===== src/rtl/mem_access_arbiter.sv =====
// Core/host memory arbiter: registered grant FSM with alternating tie-break,
// key-denial counting and a timed lockout during which only the host is served.
module mem_access_arbiter #(
    parameter int unsigned LOCK_THRESH = 3,
    parameter int unsigned LOCK_CYCLES = 16
) (
    input  logic        clk,
    input  logic        reset,
    input  logic        core_req,
    input  logic        core_we,
    input  logic [4:0]  core_addr,
    input  logic [31:0] core_wdata,
    input  logic        core_key_ok,
    input  logic        host_req,
    input  logic        host_we,
    input  logic [4:0]  host_addr,
    input  logic [31:0] host_wdata,
    input  logic [31:0] mem_rdata,
    output logic        mem_wenable,
    output logic        mem_renable,
    output logic [4:0]  mem_addr,
    output logic [31:0] mem_wdata,
    output logic        core_gnt,
    output logic        host_gnt,
    output logic        core_rvalid,
    output logic        host_rvalid,
    output logic [31:0] rdata,
    output logic        core_stall,
    output logic        violation,
    output logic        lockout
);

    typedef enum logic [1:0] {IDLE, GNT_CORE, GNT_HOST, LOCK} state_t;

    state_t      r_state;
    logic        r_last_host;
    logic        r_lock_hgnt;
    logic        r_core_rvalid;
    logic        r_host_rvalid;
    logic        r_violation;
    logic [2:0]  r_deny_cnt;
    logic [7:0]  r_lock_timer;
    logic [31:0] r_rdata;

    logic        w_core_pend;
    logic        w_host_pend;
    logic        w_eval;
    logic        w_deny;
    logic        w_pick_core;
    logic        w_pick_host;
    logic        w_lock_trip;
    logic [2:0]  w_deny_inc;

    assign core_gnt    = (r_state == GNT_CORE);
    assign host_gnt    = (r_state == GNT_HOST) | r_lock_hgnt;
    assign lockout     = (r_state == LOCK);
    assign core_stall  = core_req & ~core_gnt;
    assign core_rvalid = r_core_rvalid;
    assign host_rvalid = r_host_rvalid;
    assign violation   = r_violation;
    assign rdata       = r_rdata;

    // A req seen in its own grant cycle is the request being served, not a new one.
    always_comb begin
        w_core_pend = core_req & ~core_gnt;
        w_host_pend = host_req & ~host_gnt;
        w_eval      = (r_state != LOCK);
        w_deny      = w_eval & w_core_pend & ~core_key_ok;
        w_deny_inc  = (r_deny_cnt == 3'd7) ? 3'd7 : r_deny_cnt + 3'd1;
        w_lock_trip = w_deny & (32'(w_deny_inc) >= LOCK_THRESH);
        w_pick_core = w_eval & w_core_pend & core_key_ok & (~w_host_pend | r_last_host);
        w_pick_host = w_eval & w_host_pend & ~w_pick_core;
    end

    always_comb begin
        mem_wenable = 1'b0;
        mem_renable = 1'b0;
        mem_addr    = '0;
        mem_wdata   = '0;
        if (core_gnt) begin
            mem_wenable = core_we;
            mem_renable = ~core_we;
            mem_addr    = core_addr;
            mem_wdata   = core_wdata;
        end else if (host_gnt) begin
            mem_wenable = host_we;
            mem_renable = ~host_we;
            mem_addr    = host_addr;
            mem_wdata   = host_wdata;
        end
    end

    always_ff @(posedge clk) begin
        if (!reset) begin
            r_state       <= IDLE;
            r_last_host   <= 1'b1;
            r_lock_hgnt   <= 1'b0;
            r_core_rvalid <= 1'b0;
            r_host_rvalid <= 1'b0;
            r_violation   <= 1'b0;
            r_deny_cnt    <= '0;
            r_lock_timer  <= '0;
            r_rdata       <= '0;
        end else begin
            r_violation   <= w_deny;
            r_core_rvalid <= core_gnt & ~core_we;
            r_host_rvalid <= host_gnt & ~host_we;
            r_lock_hgnt   <= 1'b0;
            if (mem_renable) begin
                r_rdata <= mem_rdata;
            end
            case (r_state)
                LOCK: begin
                    // Host grants inside LOCK only while at least one more lock cycle remains.
                    if (r_lock_timer == 8'd0) begin
                        r_state <= IDLE;
                    end else begin
                        r_lock_timer <= r_lock_timer - 8'd1;
                        if (w_host_pend) begin
                            r_lock_hgnt <= 1'b1;
                            r_last_host <= 1'b1;
                        end
                    end
                end
                default: begin
                    if (w_lock_trip) begin
                        r_state      <= LOCK;
                        r_lock_timer <= 8'(LOCK_CYCLES - 1);
                        r_deny_cnt   <= '0;
                    end else begin
                        if (w_deny) begin
                            r_deny_cnt <= w_deny_inc;
                        end
                        if (w_pick_core) begin
                            r_state     <= GNT_CORE;
                            r_last_host <= 1'b0;
                        end else if (w_pick_host) begin
                            r_state     <= GNT_HOST;
                            r_last_host <= 1'b1;
                        end else begin
                            r_state <= IDLE;
                        end
                    end
                end
            endcase
        end
    end

endmodule


===== config.mk =====
export PLATFORM = sky130hd
export DESIGN_NAME = mem_access_arbiter
export DESIGN_NICKNAME = d
export VERILOG_FILES = /design/src/rtl/mem_access_arbiter.sv
export SDC_FILE = /design/constraint.sdc
export NUM_CORES = 1
export LEC_CHECK = 0
export BUFFER_PORTS_ARGS = -buffer_cell sky130_fd_sc_hd__buf_2
export CAP_MARGIN = 40
export CORE_ASPECT_RATIO = 1.2
export CORE_UTILIZATION = 25
export CTS_CLUSTER_SIZE = 14
export DETAILED_ROUTE_END_ITERATION = 12
export PLACE_DENSITY_LB_ADDON = 0.08
export SLEW_MARGIN = 20
export SYNTH_ARGS = -nofsm -noshare
export SYNTH_HDL_FRONTEND = slang
export SYNTH_SLANG_ARGS = --single-unit

===== constraint.sdc =====
create_clock -name clk -period 1.9 [get_ports clk]
set_clock_uncertainty 0.2 [all_clocks]
set_input_delay 0.38 -clock clk [delete_from_list [all_inputs] [get_ports clk]]
set_output_delay 0.38 -clock clk [all_outputs]
set_load 0.01 [all_outputs]

## After elaboration in Yosys (flattened, before gate mapping)

Cells that the tools add are included.

| word-level totals | value |
|---|---|
| register bits after elaboration | 50 |
| output and inout port bits | 78 |

| operators by class | value |
|---|---|
| add/sub/neg operators | 2 |
| magnitude comparators | 1 |
| eq/ne operators | 9 |
| mux-type cells | 26 |
| bitwise logic cells | 22 |
| reduce and logical (&&, ||, !) cells | 8 |

Operators with widths:

| kind | number |
|---|---|
| 32-bit 2-to-1 mux | 2 |
| 8-bit 2-to-1 mux | 3 |
| 1-bit AND | 11 |
| 1-bit 2-to-1 mux | 11 |
| 2-bit 2-to-1 mux | 5 |
| 5-bit 2-to-1 mux | 2 |
| 3-bit 2-to-1 mux | 3 |
| 1-bit inverter | 9 |
| 8-bit logical NOT | 1 |
| 8-bit by 1-bit subtractor with 8-bit output, second input constant | 1 |
| 2-bit inequality test, second input constant | 3 |
| 2-bit == test, second input constant | 2 |
| 2-bit by 1-bit inequality test with 1-bit output, second input constant | 2 |
| 2-bit AND reduction | 2 |
| 4-bit AND reduction | 1 |
| 2-bit nonzero test | 2 |
| 3-bit by 1-bit adder with 3-bit output, second input constant | 1 |
| 3-bit == test, second input constant | 1 |
| 3-bit by 2-bit greater-or-equal comparator with 1-bit output, second input constant | 1 |
| 3-bit nonzero test | 1 |
| 3-bit OR reduction | 1 |
| 2-bit by 1-bit == test with 1-bit output, second input constant | 1 |
| 1-bit bitwise OR | 2 |

## Logic depth before layout (Yosys ltp)

Gate-level depths: netlist of the first run.

| logic depth | value |
|---|---|
| depth after elaboration | 13 |
| mapped depth | 7 |
| gate-level depth less buffers | 6 |

## Worst setup path after synthesis of the first run

Ideal clock, no wire load.

| path | value |
|---|---|
| path type | register to output |
| start | register r_state[1] |
| end | output port mem_addr[4] |
| arrival | 1255 ps |
| slack | 65 ps |
| stages on the path, launching flop included | 6 |
| buffers on the path | 2 |
| path through | dfxtp_1 nand2b_1 buf_2 clkbuf_1 nand2_1 o21ai_0 |

| between the ends | value |
|---|---|
| word-level cells in the longest chain between the ends | 4 |
| elaborated cells on any way between the ends | 5 |
| those cells by class | eq/ne: 2; mux: 2; bitwise: 1 |

RTL lines:

| item | line | text |
|---|---|---|
| start: declaration | 35 | `state_t r_state;` |
| start signal: assignment | 95 | `r_state <= IDLE;` |
| start signal: assignment | 116 | `r_state <= IDLE;` |
| start signal: assignment | 127 | `r_state <= LOCK;` |
| 2-bit == test | 55 | `assign host_gnt = (r_state == GNT_HOST) \| r_lock_hgnt;` |
| 1-bit bitwise OR | 55 |  |
| 5-bit 2-to-1 mux | 85 | `end else if (host_gnt) begin` |
| 5-bit 2-to-1 mux * | 80 | `if (core_gnt) begin` |
| end: declaration | 21 | `output logic [4:0] mem_addr,` |

Mark *: on every way between the ends. The rest lies on a longest branch, timed or not.

## Worst setup path in the final report of the first run

| path | value |
|---|---|
| start | register r_state[1] |
| end | output port mem_renable |

| between the ends | value |
|---|---|
| word-level cells in the longest chain between the ends | 4 |
| elaborated cells on any way between the ends | 5 |
| those cells by class | eq/ne: 2; mux: 2; bitwise: 1 |

RTL lines:

| item | line | text |
|---|---|---|
| 2-bit == test | 55 |  |
| 1-bit bitwise OR | 55 |  |
| 1-bit 2-to-1 mux | 85 |  |
| 1-bit 2-to-1 mux * | 80 |  |
| end: declaration | 20 | `output logic mem_renable,` |

Marked as above.

==> results of run 1 <==
-- metal layers --
metal  routed length [um]  global-route usage (%)
met5                    0                       0
met4                   85                    3.88
met3                  559                    3.74
met2                 3960                    25.4
met1                 3620                    16.9
-- synth_stat cells --
master / count
nor3b_2: 2
and3_1: 1
inv_1: 8
nor2_2: 1
clkbuf_1: 18
a211o_1: 1
buf_2: 4
o211ai_1: 1
o31ai_1: 2
xnor2_1: 3
nand2b_1: 2
nor4_2: 1
nand4_1: 2
inv_2: 3
nand3_1: 5
a211oi_1: 4
o21ai_0: 38
dfxtp_1: 50
mux2i_1: 33
nor4_4: 1
ha_1: 3
nor3_1: 6
and4_1: 1
or4_1: 1
nor2_1: 8
or2_2: 1
nor3b_1: 1
a21oi_4: 2
a21o_1: 2
and2_1: 2
nor2b_1: 1
nand2_1: 145
and3b_1: 1
a21oi_1: 6
o31a_1: 1
buf_8: 3
-- metrics by stage --
step / TNS (ns) / utilization (%)
2_1_floorplan: 0 / -
3_3_place_gp: 0 / 36.8
3_5_place_dp: 0 / 36.8
4_1_cts: -1.93 / 39.1
5_1_grt: -4.83 / 39.4
6_report: -2.20 / 39.4
-- critical path: cells and delay by family, from the launching register on --
kind	cells	cell delay, ns
flops	1	0.33
buf+inv	4	0.38
compound gates	2	0.42
-- final timing paths --
kind / to / start / cells after the start / slack (ns)
min: host_rvalid$_SDFF_PN0_ / host_we / 2 / 0.10
max reg2reg: r_lock_timer[3]$_SDFFE_PN0P_ / r_deny_cnt[0]$_SDFFE_PN0P_ / 5 / 0.13
max: mem_renable / r_state[1]$_SDFFE_PN0P_ / 6 / -0.09
min reg2reg: r_deny_cnt[2]$_SDFFE_PN0P_ / r_deny_cnt[2]$_SDFFE_PN0P_ / 2 / 0.25
-- logic make-up after synthesis --
family,count (synthesis),share of synthesized area [%]
simple gates,182,29.1
compound gates,57,12.6
flops,50,37.2
buf+inv,36,6.46
mux,33,12.3
xor+xnor,3,0.977
fa+ha+maj,3,1.40
-- layout make-up --
cell class | instances | share of cell area, %
Inverter | 11 | 1.12
Sequential cell | 50 | 24.3
Tap cell | 129 | 3.89
Timing Repair Buffer | 213 | 29.4
Clock buffer | 5 | 3.02
Clock inverter | 3 | 1.06
Multi-Input combinational cell | 278 | 37.2
-- layout by cell type, fill, tap and decap left out, types with 3 or more instances in the layout --
cell type / netlist / routed
nor3_1: 6 / 6
a211oi_1: 4 / 4
mux2i_1: 33 / 33
buf_12: 0 / 7
inv_1: 8 / 7
o21ai_1: 0 / 37
nand3_1: 5 / 5
clkbuf_16: 0 / 5
buf_2: 4 / 189
ha_1: 3 / 3
a21oi_1: 6 / 5
xnor2_1: 3 / 3
buf_4: 0 / 15
nand2_1: 145 / 144
dfxtp_1: 50 / 48
inv_2: 3 / 3
nor2_1: 8 / 8
-- flip-flops by register name (all words and copies together) (netlist names) --
register and flops:
core_rvalid 1, host_rvalid 1, r_deny_cnt 3, r_last_host 1, r_lock_hgnt 1, r_lock_timer 8
r_state 2, rdata 32, violation 1
-- power by group --
group	leakage, nW	internal, mW	switching (mW)	total [mW]
logic	1.86	0.352	0.364	0.717
registers	0.407	1.10	0.0317	1.13
clock network	0.0842	0.624	0.408	1.03
total	2.35	2.08	0.804	2.88
-- repair_timing --
action                     in CTS  in global routing
pin swaps                       4                  2
setup endpoints to repair      41                 41
gates resized for setup        53                  6
buffers inserted                4                  1
==> results_dict.tcl, run 1 <==
set metrics [dict create \
    run_status "finished, violations left" \
    dp_slack_ns 0.0849 \
    max_cap_viol_count 0 \
    setup_ws_ns -0.0881 \
    die_x_um 96.7 \
    grt_overflow 0 \
    cts_tree "built" \
    drive_above_1_share_pct 42.7 \
    wirelength_mm 8.22 \
    tightest_slew_ns 0.316 \
    hold_buffers 0 \
    yosysTopAreaCellShare_pct 37.2 \
    crit_path_start_kind "register" \
    post-route-min-period_ns 1.99 \
    clock-sinks 50 \
    hold_viol 0 \
    grt_antenna_before_repair 0 \
    core_um2 10500 \
    num_io_pins 191 \
    slew_headroom_pct 78.7 \
    ys_top_cells_by_area "dfxtp_1 (37%), nand2_1 (20%), mux2i_1 (12%)" \
    instances_no_fill 689 \
    synth.avg_cell_area_um2 7.39 \
    synth_cells 364 \
    cp-end-kind "output port" \
    synth_warnings 0 \
    viasPerCell 4.47 \
    critical_path.slowest_cell "dfxtp_2" \
    clock.fmax_mhz 503 \
    grt_pass1_vias 2775 \
    dr.pass1.iters 4 \
    hpwl_mm 6.34 \
    cts_buffers 5 \
    start_util_pct 25.6 \
    grt.total_usage_pct 14.2 \
    critPathMaxStageDelay_ns 0.33 \
    place_inst 676 \
    regArea_um2 1010 \
    critPathKind "reg2out" \
    clk_latency_ns 0.29 \
    die_area_um2 11200 \
    final_area_um2 4150 \
    path_cells "buf_6, a21oi_4, inv_2, a21oi_4, inv_2, buf_6" \
    synth_nets 480 \
    design_power_total_mw 2.88 \
    p_leak_nw 2.35 \
    violations "negative setup slack" \
    grt_pass1_wl_mm 13.1 \
    cts_buffer_depth 2 \
    worstPathArrival_ns 1.41 \
    gp_congestion 0.823 \
    path_max_fanout 4 \
    placedInstanceArea_um2 3870 \
    fp-row-count 41 \
    finalSetupViolCount 40 \
    grt_max_degree 34 \
    clockRootBuffer "clkbuf_16" \
    drt_iter0_markers 69 \
    wire_per_inst_um 11.9 \
    ys_seq_area_share_pct 37.2 \
    yosysUniqueCellTypes 36 \
    layout.nets 675 \
    vias 3077 \
    p_per_area_nw_per_um2 694 \
    clk_pin_slew_worst_paths_ns 0.07 \
    n_fill_cell 1111 \
    htreeDepth 2 \
    slew_violations 0 \
    vdd_ir_drop_max_mv 0.442 \
    hp-class "in2reg" \
    fp.dieH_um 116 \
    yosysTopAreaCell "dfxtp_1" \
    drc 0 \
    multi_input_area_um2 1540 \
    hold-worst-slack_ns 0.102 \
    postRouteAntennaNets 0 \
    port_buffers 190 \
    grt_setup_unrepaired "yes" \
    critical_path_required_ns 1.32 \
    finalCritPeriodShare_pct 105 \
    n_antenna_cell 0 \
    synth-seq-cells 50 \
    synth_area_um2 2690 \
    syn_to_final_growth_pct 54.2 \
]
(Power assumes the default switching activity.)
==> inputs of run 2 (changes only) <==
--- a/config.mk
+++ b/config.mk
@@ -12,6 +12,7 @@
 export CTS_CLUSTER_SIZE = 14
 export DETAILED_ROUTE_END_ITERATION = 12
 export PLACE_DENSITY_LB_ADDON = 0.08
+export REMOVE_ABC_BUFFERS = 1
 export SLEW_MARGIN = 20
 export SYNTH_ARGS = -nofsm -noshare
 export SYNTH_HDL_FRONTEND = slang
==> run 2 against run 1 <==
The run still ends with negative setup slack left; design area up 1.0%; routed wire length up 6.2%; register-to-register slack worse by 0.02 ns; critical path type unchanged; largest power group unchanged.
==> results_dict.tcl, run 2 (synthesis results as in run 1) <==
set metrics [dict create \
    run_status "finished, violations left" \
    violations "negative setup slack" \
    finalSetupViolCount 31 \
    mostFrequentLayoutCell "buf_2" \
    grt_overflow 0 \
    placedInstanceArea_um2 3870 \
    fp.dieH_um 116 \
    grt.total_usage_pct 15.1 \
    worstPathArrival_ns 1.37 \
    cp_top_family "buffers and inverters" \
    port_buffers 190 \
    crit_path_start_kind "register" \
    drive_above_1_share_pct 43.9 \
    cts_buffer_depth 2 \
    grt_setup_unrepaired "yes" \
    syn_to_final_growth_pct 55.7 \
    vdd_ir_drop_max_mv 0.451 \
    slew_headroom_pct 81.2 \
    drt_iter0_markers 95 \
    tightest_slew_ns 0.280 \
    grt_busiest_layer "met2" \
    hpwl_mm 6.64 \
    start_util_pct 25.6 \
    slew_violations 0 \
    fp-row-count 41 \
    die_x_um 96.7 \
    grt_max_degree 52 \
    cp-end-kind "output port" \
    grt_pass1_wl_mm 13.6 \
    core_um2 10500 \
    num_io_pins 191 \
    vias 3052 \
    wirelength_mm 8.73 \
    grt_antenna_before_repair 1 \
    n_antenna_cell 0 \
    critical_path.slowest_cell "dfxtp_2" \
    p_leak_nw 2.35 \
    critical_path_required_ns 1.32 \
    critPathMaxStageDelay_ns 0.33 \
    gp_congestion 0.718 \
    hp-class "in2reg" \
    max_cap_viol_count 0 \
    path_cells "buf_6, a21oi_4, buf_12, o21ai_1, buf_2" \
    dr.pass1.iters 3 \
    cts_tree "built" \
    setup_ws_ns -0.0474 \
    cts_buffers 5 \
    dp_slack_ns 0.0655 \
    postRouteAntennaNets 0 \
    grt_use_met1_pct 17.1 \
    grt_pass1_vias 2735 \
    critPathKind "reg2out" \
    clk_pin_slew_worst_paths_ns 0.07 \
    met2_usage_pct 27.7 \
    final_cell_mix "buf_2 (188), nand2_1 (143), dfxtp_1 (47), o21ai_1 (36), mux2i_1 (33)" \
    clock.fmax_mhz 514 \
    finalCritPeriodShare_pct 102 \
    hold_viol 0 \
    wire_per_inst_um 12.6 \
    final_area_um2 4190 \
    drc 0 \
    layout.nets 680 \
    clk_latency_ns 0.29 \
    clockRootBuffer "clkbuf_16" \
    clock-sinks 50 \
    path_max_fanout 29 \
    die_area_um2 11200 \
    grt_use_met3_pct 4.40 \
    p_per_area_nw_per_um2 665 \
    post-route-min-period_ns 1.95 \
    design_power_total_mw 2.78 \
    largest_reg_flops 32 \
    viasPerCell 4.40 \
    htreeDepth 2 \
    worst-path-buf-inv 3 \
]
==> run 2: layout make-up <==
class                           count  area (um^2)
Clock inverter                      3         25.0
Sequential cell                    50         1010
Timing Repair Buffer              218         1270
Clock buffer                        5          125
Fill cell                        1111         6330
Inverter                           11         46.3
Tap cell                          129          161
Multi-Input combinational cell    278         1550
==> run 2: path summary, 6_finish.rpt <==
check	from	end	slack [ns]	depth (start not counted)
worst max-delay path	r_state[1]$_SDFFE_PN0P_	mem_wdata[28]	-0.05	5
worst max register to register	r_lock_timer[1]$_SDFFE_PN0P_	r_lock_timer[3]$_SDFFE_PN0P_	0.11	7
worst min-delay path	core_we	core_rvalid$_SDFF_PN0_	0.09	2
worst min register to register	rdata[7]$_SDFFE_PN0P_	rdata[7]$_SDFFE_PN0P_	0.25	2
==> run 2: timing repair <==
| action | 4_1_cts | 5_1_grt |
|---|---|---|
| resized for setup | 47 | 13 |
| hold buffers | 0 | 0 |
| gates cloned | 0 | 2 |
| pin swaps | 2 | 1 |
| buffers inserted | 5 | 1 |
| endpoints found under the setup margin | 41 | 41 |
==> run 2: per-stage QoR <==
step           hold WS [ns]  TNS (ns)  util (%)  instances
2_1_floorplan         0.223    -63.99         -        339
3_5_place_dp          0.248         0      36.8        678
6_report             0.0900    -0.736      39.8        694
4_1_cts              0.0847     -1.53      38.9        691
3_3_place_gp          0.239         0      36.8        678
5_1_grt              0.0849     -3.50      39.8        694
==> run 2: power by group <==
group          internal [mW]  switching, mW  total [mW]
clock                  0.496          0.419       0.914
combinational          0.363          0.375       0.738
sequential              1.10         0.0315        1.13
total                   1.96          0.825        2.78
==> run 2: metal layers <==
metal / wire length [um] / part of all wire (%)
met5: 15 / 0.17
met4: 88 / 1.0
met3: 718 / 8.2
met2: 4420 / 51
met1: 3480 / 40
